==> config.mk <==
export PLATFORM = sky130hd
export DESIGN_NAME = calonso88_rsa_top
export DESIGN_NICKNAME = d
export VERILOG_FILES = /design/src/rtl/rsa_pkg.sv /design/src/rtl/rsa_mod_mult.sv /design/src/rtl/calonso88_rsa_top.sv
export SDC_FILE = /design/constraint.sdc
export NUM_CORES = 1
export LEC_CHECK = 0
export CAP_MARGIN = 20
export CORE_MARGIN = 2
export CORE_UTILIZATION = 40
export CTS_BUF_LIST = sky130_fd_sc_hd__clkbuf_16
export DETAILED_ROUTE_END_ITERATION = 16
export GPL_TIMING_DRIVEN = 0
export PLACE_DENSITY_LB_ADDON = 0.08
export SLEW_MARGIN = 5
export SYNTH_ARGS = -nofsm -noshare
export SYNTH_HDL_FRONTEND = slang
export SYNTH_SLANG_ARGS = --single-unit
==> constraint.sdc <==
create_clock -name clk -period 7.7 [get_ports clk]
set_clock_uncertainty 0.1 [all_clocks]
set_input_delay 0.77 -clock clk [delete_from_list [all_inputs] [get_ports clk]]
set_output_delay 0.77 -clock clk [all_outputs]
set_load 0.01 [all_outputs]
==> src/rtl/rsa_pkg.sv <==
// Shared definitions for the 8-bit RSA modular exponentiator: operand width,
// FSM states, register/read-select encodings and one interleaved modmul step.
package rsa_pkg;

    localparam int WIDTH = 8;
    localparam int IDX_W = $clog2(WIDTH);

    typedef enum logic [2:0] {
        IDLE  = 3'd0,
        CHECK = 3'd1,
        SQR   = 3'd2,
        MUL   = 3'd3,
        DONE  = 3'd4
    } state_t;

    localparam logic [2:0] ADDR_M = 3'd0;
    localparam logic [2:0] ADDR_E = 3'd1;
    localparam logic [2:0] ADDR_N = 3'd2;

    localparam logic [2:0] SEL_RESULT = 3'd0;
    localparam logic [2:0] SEL_STATUS = 3'd1;
    localparam logic [2:0] SEL_M      = 3'd2;
    localparam logic [2:0] SEL_E      = 3'd3;
    localparam logic [2:0] SEL_N      = 3'd4;

    // One bit of the interleaved a*b mod n: r = 2r mod n, then conditionally
    // add a mod n. The extra bit holds 2r and r+a, both below 2n <= 510.
    function automatic logic [WIDTH-1:0] mm_step(input logic [WIDTH-1:0] r,
                                                 input logic [WIDTH-1:0] a,
                                                 input logic [WIDTH-1:0] n,
                                                 input logic             b_bit);
        logic [WIDTH:0] t;
        t = {r, 1'b0};
        if (t >= {1'b0, n}) t = t - {1'b0, n};
        if (b_bit)          t = t + {1'b0, a};
        if (t >= {1'b0, n}) t = t - {1'b0, n};
        return t[WIDTH-1:0];
    endfunction

endpackage

==> src/rtl/rsa_mod_mult.sv <==
// Iterative WIDTH-cycle interleaved modular multiplier, r = a*b mod n.
// Handshake: start is a one-cycle pulse that samples a, b, n and processes the
// MSB of b in that same cycle; valid is high during the last (WIDTH-th) cycle,
// when r already carries the final product. There is no back-pressure.
module rsa_mod_mult
    import rsa_pkg::*;
(
    input  logic             clk,
    input  logic             rst,
    input  logic             start,
    input  logic [WIDTH-1:0] a,
    input  logic [WIDTH-1:0] b,
    input  logic [WIDTH-1:0] n,
    output logic [WIDTH-1:0] r,
    output logic             valid
);

    logic [WIDTH-1:0] a_q, b_q, n_q, r_q;
    logic [IDX_W-1:0] idx_q;
    logic             active_q;
    logic [WIDTH-1:0] step_r;

    // Next partial remainder for the bit currently being processed.
    always_comb begin
        step_r = mm_step(r_q, a_q, n_q, b_q[idx_q]);
    end

    assign r     = step_r;
    assign valid = active_q && (idx_q == '0);

    // Operand capture on start, then one remainder step per cycle down to bit 0.
    always_ff @(posedge clk or posedge rst) begin
        if (rst) begin
            a_q      <= '0;
            b_q      <= '0;
            n_q      <= '0;
            r_q      <= '0;
            idx_q    <= '0;
            active_q <= 1'b0;
        end else if (start) begin
            a_q      <= a;
            b_q      <= b;
            n_q      <= n;
            r_q      <= mm_step('0, a, n, b[WIDTH-1]);
            idx_q    <= IDX_W'(WIDTH - 2);
            active_q <= 1'b1;
        end else if (active_q) begin
            r_q <= step_r;
            if (idx_q == '0) active_q <= 1'b0;
            else             idx_q    <= idx_q - 1'b1;
        end
    end

endmodule

==> src/rtl/calonso88_rsa_top.sv <==
// Tiny-Tapeout top: C = M^E mod N by left-to-right square-and-multiply.
// Operands are written over uio_in, start/write are edge-detected on ui_in,
// results and status are read back on uo_out through a registered mux.
// Optional build macro RSA_REG_READBACK_EN adds M/E/N readback selects.
module calonso88_rsa_top
    import rsa_pkg::*;
(
    input  logic       clk,
    input  logic       rst,
    input  logic       ena,
    input  logic [7:0] ui_in,
    input  logic [7:0] uio_in,
    output logic [7:0] uo_out,
    output logic [7:0] uio_out,
    output logic [7:0] uio_oe
);

    state_t           state_q, state_d;
    logic             wr_q, wr_qq, st_q, st_qq;
    logic             wr_ev, st_ev;
    logic [WIDTH-1:0] m_q, e_q, n_q, acc_q, base_q, result_q;
    logic [IDX_W-1:0] bit_q;
    logic             busy_q, done_q, err_q, kick_q;
    logic             operand_err;
    logic [WIDTH-1:0] mm_b, mm_r;
    logic             mm_valid;
    logic [7:0]       rd_data, uo_q;

    assign wr_ev       = ena && wr_q && !wr_qq;
    assign st_ev       = ena && st_q && !st_qq;
    assign operand_err = (n_q < WIDTH'(2)) || (m_q >= n_q);
    assign mm_b        = (state_q == MUL) ? base_q : acc_q;

    rsa_mod_mult u_mult (
        .clk   (clk),
        .rst   (rst),
        .start (kick_q),
        .a     (acc_q),
        .b     (mm_b),
        .n     (n_q),
        .r     (mm_r),
        .valid (mm_valid)
    );

    // Strobe synchronising registers feeding the rising-edge detectors.
    always_ff @(posedge clk or posedge rst) begin
        if (rst) begin
            wr_q  <= 1'b0;
            wr_qq <= 1'b0;
            st_q  <= 1'b0;
            st_qq <= 1'b0;
        end else begin
            wr_q  <= ui_in[3];
            wr_qq <= wr_q;
            st_q  <= ui_in[4];
            st_qq <= st_q;
        end
    end

    // FSM state register.
    always_ff @(posedge clk or posedge rst) begin
        if (rst) state_q <= IDLE;
        else     state_q <= state_d;
    end

    // Next-state logic: a square and a multiply per exponent bit, MSB first.
    always_comb begin
        state_d = state_q;
        case (state_q)
            IDLE, DONE: if (st_ev) state_d = CHECK;
            CHECK:      state_d = operand_err ? DONE : SQR;
            SQR:        if (mm_valid) state_d = MUL;
            MUL:        if (mm_valid) state_d = (bit_q == '0) ? DONE : SQR;
            default:    state_d = IDLE;
        endcase
    end

    // Operand registers, exponentiation datapath and status flags.
    always_ff @(posedge clk or posedge rst) begin
        if (rst) begin
            m_q      <= '0;
            e_q      <= '0;
            n_q      <= '0;
            acc_q    <= '0;
            base_q   <= '0;
            bit_q    <= '0;
            result_q <= '0;
            busy_q   <= 1'b0;
            done_q   <= 1'b0;
            err_q    <= 1'b0;
            kick_q   <= 1'b0;
        end else begin
            // Launch the multiplier on the first cycle of every SQR/MUL visit.
            kick_q <= ((state_d == SQR) || (state_d == MUL)) && (state_d != state_q);
            case (state_q)
                IDLE, DONE: begin
                    if (state_q == DONE) begin
                        result_q <= err_q ? '0 : acc_q;
                        busy_q   <= 1'b0;
                        done_q   <= 1'b1;
                    end
                    if (wr_ev) begin
                        case (ui_in[2:0])
                            ADDR_M:  m_q <= uio_in;
                            ADDR_E:  e_q <= uio_in;
                            ADDR_N:  n_q <= uio_in;
                            default: ;
                        endcase
                    end
                    if (st_ev) begin
                        done_q <= 1'b0;
                        err_q  <= 1'b0;
                        busy_q <= 1'b1;
                    end
                end
                CHECK: begin
                    if (operand_err) begin
                        err_q    <= 1'b1;
                        result_q <= '0;
                    end else begin
                        acc_q  <= WIDTH'(1);
                        base_q <= m_q;
                        bit_q  <= IDX_W'(WIDTH - 1);
                    end
                end
                SQR: if (mm_valid) acc_q <= mm_r;
                MUL: begin
                    // The multiply always runs so latency never depends on E.
                    if (mm_valid) begin
                        if (e_q[bit_q])    acc_q <= mm_r;
                        if (bit_q != '0)   bit_q <= bit_q - 1'b1;
                    end
                end
                default: ;
            endcase
        end
    end

    // Read-select mux in front of the output register.
    always_comb begin
        rd_data = '0;
        case (ui_in[7:5])
            SEL_RESULT: rd_data = result_q;
            SEL_STATUS: rd_data = {5'b0, err_q, done_q, busy_q};
`ifdef RSA_REG_READBACK_EN
            SEL_M:      rd_data = m_q;
            SEL_E:      rd_data = e_q;
            SEL_N:      rd_data = n_q;
`endif
            default:    rd_data = '0;
        endcase
    end

    // Registered output: uo_out follows the select one cycle later.
    always_ff @(posedge clk or posedge rst) begin
        if (rst) uo_q <= '0;
        else     uo_q <= rd_data;
    end

    assign uo_out  = uo_q;
    assign uio_out = '0;
    assign uio_oe  = '0;

endmodule

==> results by group <==
Hold path
  – Hold WC Path Type: register to register
  – Hold Crit Depth: 0
  – Hold Path Origin: wr_q$_DFF_PP0_
  – Hold path endpoint: wr_qq$_DFF_PP0_

Critical path
  – Top delay family on crit path: compound AO/OA/AOI/OAI gates
  – CP most frequent cell: ha_1
  – Arr. time, crit path: 6310 ps
  – Sum of buffers and inverters on the critical path: 2
  – Reg2reg start: u_mult.n_q[1]$_DFFE_PP0P_
  – CP Launch Type: register
  – Reg2reg path depth: 22
  – FF-to-FF End: acc_q[4]$_DFFE_PP0P_
  – Worst setup path category: register to register
  – Worst-path maximum fanout: 10
  – WP data required: 7820 ps
  – Reg2reg setup slack: 1510 ps
  – Slowest cell on the critical path: o21ai_1
  – Crit-path max cell delay: 500 ps
  – CP endpoint kind: register
  – Critical-path cell list: inv_1 -> ha_1 -> nor2b_1 -> o2111ai_1 -> and3_1 -> o21ai_1 -> mux2_2 -> ha_1 -> and3_1 -> a2111o_1 -> o31ai_1 -> xor2_1 -> a22o_1 -> a31oi_1 -> ha_1 -> a21oi_1 -> and2_1 -> nand4b_1 -> and2_1 -> buf_2 -> o211ai_1 -> o21ai_0

Cells and area
  – Final instance area: 7905 sq um
  – Diode count: 0
  – Area Overhead vs Synth: 13.65%
  – Share of cells above drive strength 1: 13.35%
  – Layout Nets: 837

Clocking
  – Clk buf depth: 2
  – Number of gates resized after CTS: 0
  – Cts-stage hold buffer count: 0
  – CTS tree: done
  – Clock-pin slew on the worst setup and hold paths: 80 ps
  – CTS H-tree lvls: 3
  – # clock sinks: 106
  – Postcts setup bufs: 0
  – Clk_lat worst skew: 350 ps
  – Cts bufs inserted: 9
  – CTS Root Cell: clkbuf_16

Run
  – Max cap viols: 0

Timing
  – Min Tclk post-route: 6190 ps
  – Slew Limit Headroom: 48.74%
  – WHS: 288.3 ps
  – Setup repair after global routing missed its margin: false
  – Final hold vios: 0
  – Final setup TNS: 0 ps
  – Endpoints failing setup: 0
  – Slew @ Worst Pin: 762.3 ps
  – Max-slew violations: 0
  – Setup WS post-layout: 1510 ps
  – Final worst path period share: 80.39%
  – F_max: 161.5 MHz

Detailed routing
  – WL final: 17.72 mm
  – Detail Route Antenna Nets: 0
  – Via density: 5.424
  – Router iterations before antenna repair: 4
  – Drt drc: 0
  – Via count: 5364
  – DRT iter0 DRCs: 297
  – WL/cell: 17.92 um

GRT
  – Grt total ovfl: 0
  – Vias in the first global route: 5265
  – Largest net degree at the start of global routing: 57
  – First-pass GRT wire length: 28.75 mm
  – GRT Util Overall: 20.45%
  – Initial antenna violation count: 0

Placement
  – Pre-CTS setup slack: 1598 ps
  – I/O Buffers: 26
  – Detail Placement HPWL: 14.08 mm
  – Post-DP Area: 7584 sq um
  – Gp weighted congestion: 0.9004

Die
  – Initial Util: 40.49%
  – Total die area: 18460 sq um
  – Core area: 17180 sq um
  – Die height: 135.9 um
  – FP Rows: 48
  – Boundary Pins: 43
  – Die Wd: 135.9 um

Logic synthesis
  – Synthesized flop and latch total: 106
  – Post-synthesis sequential area ratio: 38.14%
  – Post-synth EDFFs: 0
  – Syn Inst Count: 705
  – Synth top area share: 38.14%
  – Top-count cell post-synth: dfrtp_1
  – Library cells used by synthesis: 63
  – Leading area contributor after synthesis: dfrtp_1
  – Primary FF master, synth: dfrtp_1
  – Syn. warnings: 0
  – Post-synth top cells: dfrtp_1 (106), nand2_1 (63), ha_1 (54), nor2_1 (47), o21ai_0 (47)
  – Asr flop ratio synth: 100.0%
  – Area contributors post-synth: dfrtp_1 (38%), ha_1 (9.7%), mux2_2 (7.4%)
  – Synth Area per Inst: 9.866 sq um
  – Mapped Area: 6955 sq um

Status
  – Status: finished, final reports clean
[metal layers]
metal	vias up	GRT usage, %	routed length (um)
li1	2630	-	-
met4	0	7.060	368
met3	24	3.020	805
met1	2576	29.04	8492
met2	134	31.99	8053
met5	-	0	0
[how the worst max path moves through the flow]
stage / startpoint / endpoint / slack, ps / cells after the start
finish: u_mult.n_q[1]$_DFFE_PP0P_ / acc_q[4]$_DFFE_PP0P_ / 1510 / 22
global route: u_mult.n_q[1]$_DFFE_PP0P_ / acc_q[4]$_DFFE_PP0P_ / 1140 / 22
CTS: u_mult.n_q[1]$_DFFE_PP0P_ / acc_q[4]$_DFFE_PP0P_ / 1560 / 22
detailed placement: u_mult.n_q[1]$_DFFE_PP0P_ / acc_q[4]$_DFFE_PP0P_ / 1600 / 22
global placement: u_mult.n_q[1]$_DFFE_PP0P_ / acc_q[3]$_DFFE_PP0P_ / 1680 / 22
floorplan: u_mult.n_q[1]$_DFFE_PP0P_ / u_mult.r_q[0]$_DFFE_PP0P_ / 2370 / 21
[metrics by stage]
| stage | std cells | util, % |
|---|---|---|
| 2_1_floorplan | 720 | - |
| 3_3_place_gp | 971 | 43.98 |
| 3_5_place_dp | 972 | 44.15 |
| 4_1_cts | 988 | 45.98 |
| 5_1_grt | 989 | 46.02 |
| 6_report | 989 | 46.02 |
[kinds of logic after synthesis]
group | after synthesis | synth area share, %
compound gates | 171 | 15.94
xor+xnor | 30 | 3.778
fa+ha+maj | 59 | 11.15
buf+inv | 65 | 4.551
flops | 106 | 38.14
mux | 71 | 12.07
other cells | 1 | 0.05391
simple gates | 202 | 14.32
[sequential cells by signal, summed over array words and instances, names as in the netlist, 3 cells and up]
name and count:
uo_out 8, m_q 8, e_q 8, acc_q 8, n_q 8, result_q 8
u_mult.idx_q 3, state_q 3, u_mult.n_q 8, base_q 8, u_mult.b_q 8, u_mult.a_q 8
u_mult.r_q 8, bit_q 3
[layout make-up]
class	count	area, sq um
inverters	35	133.9
plain buffers	30	185.2
clock inverters	7	88.84
fillers	1655	9271
repair buffers	28	295.3
well taps	225	281.5
clock buffers	9	225.2
flip-flops and latches	106	2653
multi-input cells	549	4043
[placed cells by master, fill, tap and decap left out, types with 7 or more instances in the layout]
master,instances
and3_1,8
nor2_1,47
nand3_1,17
xor2_1,10
ha_1,54
mux2i_1,18
o21ai_0,47
mux2_2,46
o21a_1,9
and2_1,8
nor2b_1,11
nor3_1,18
a211oi_1,8
o31ai_1,7
inv_1,33
o211ai_1,9
clkdlybuf4s50_1,26
conb_1,16
nand2_1,63
dfrtp_1,106
buf_4,17
xnor2_1,20
a31oi_1,8
a21o_1,18
a21oi_1,34
clkbuf_1,10
clkbuf_16,9
nand2b_1,9
Power is left out: the tool's default activity adds up to more than one toggle a clock period on the data nets, which glitch-free logic cannot reach.
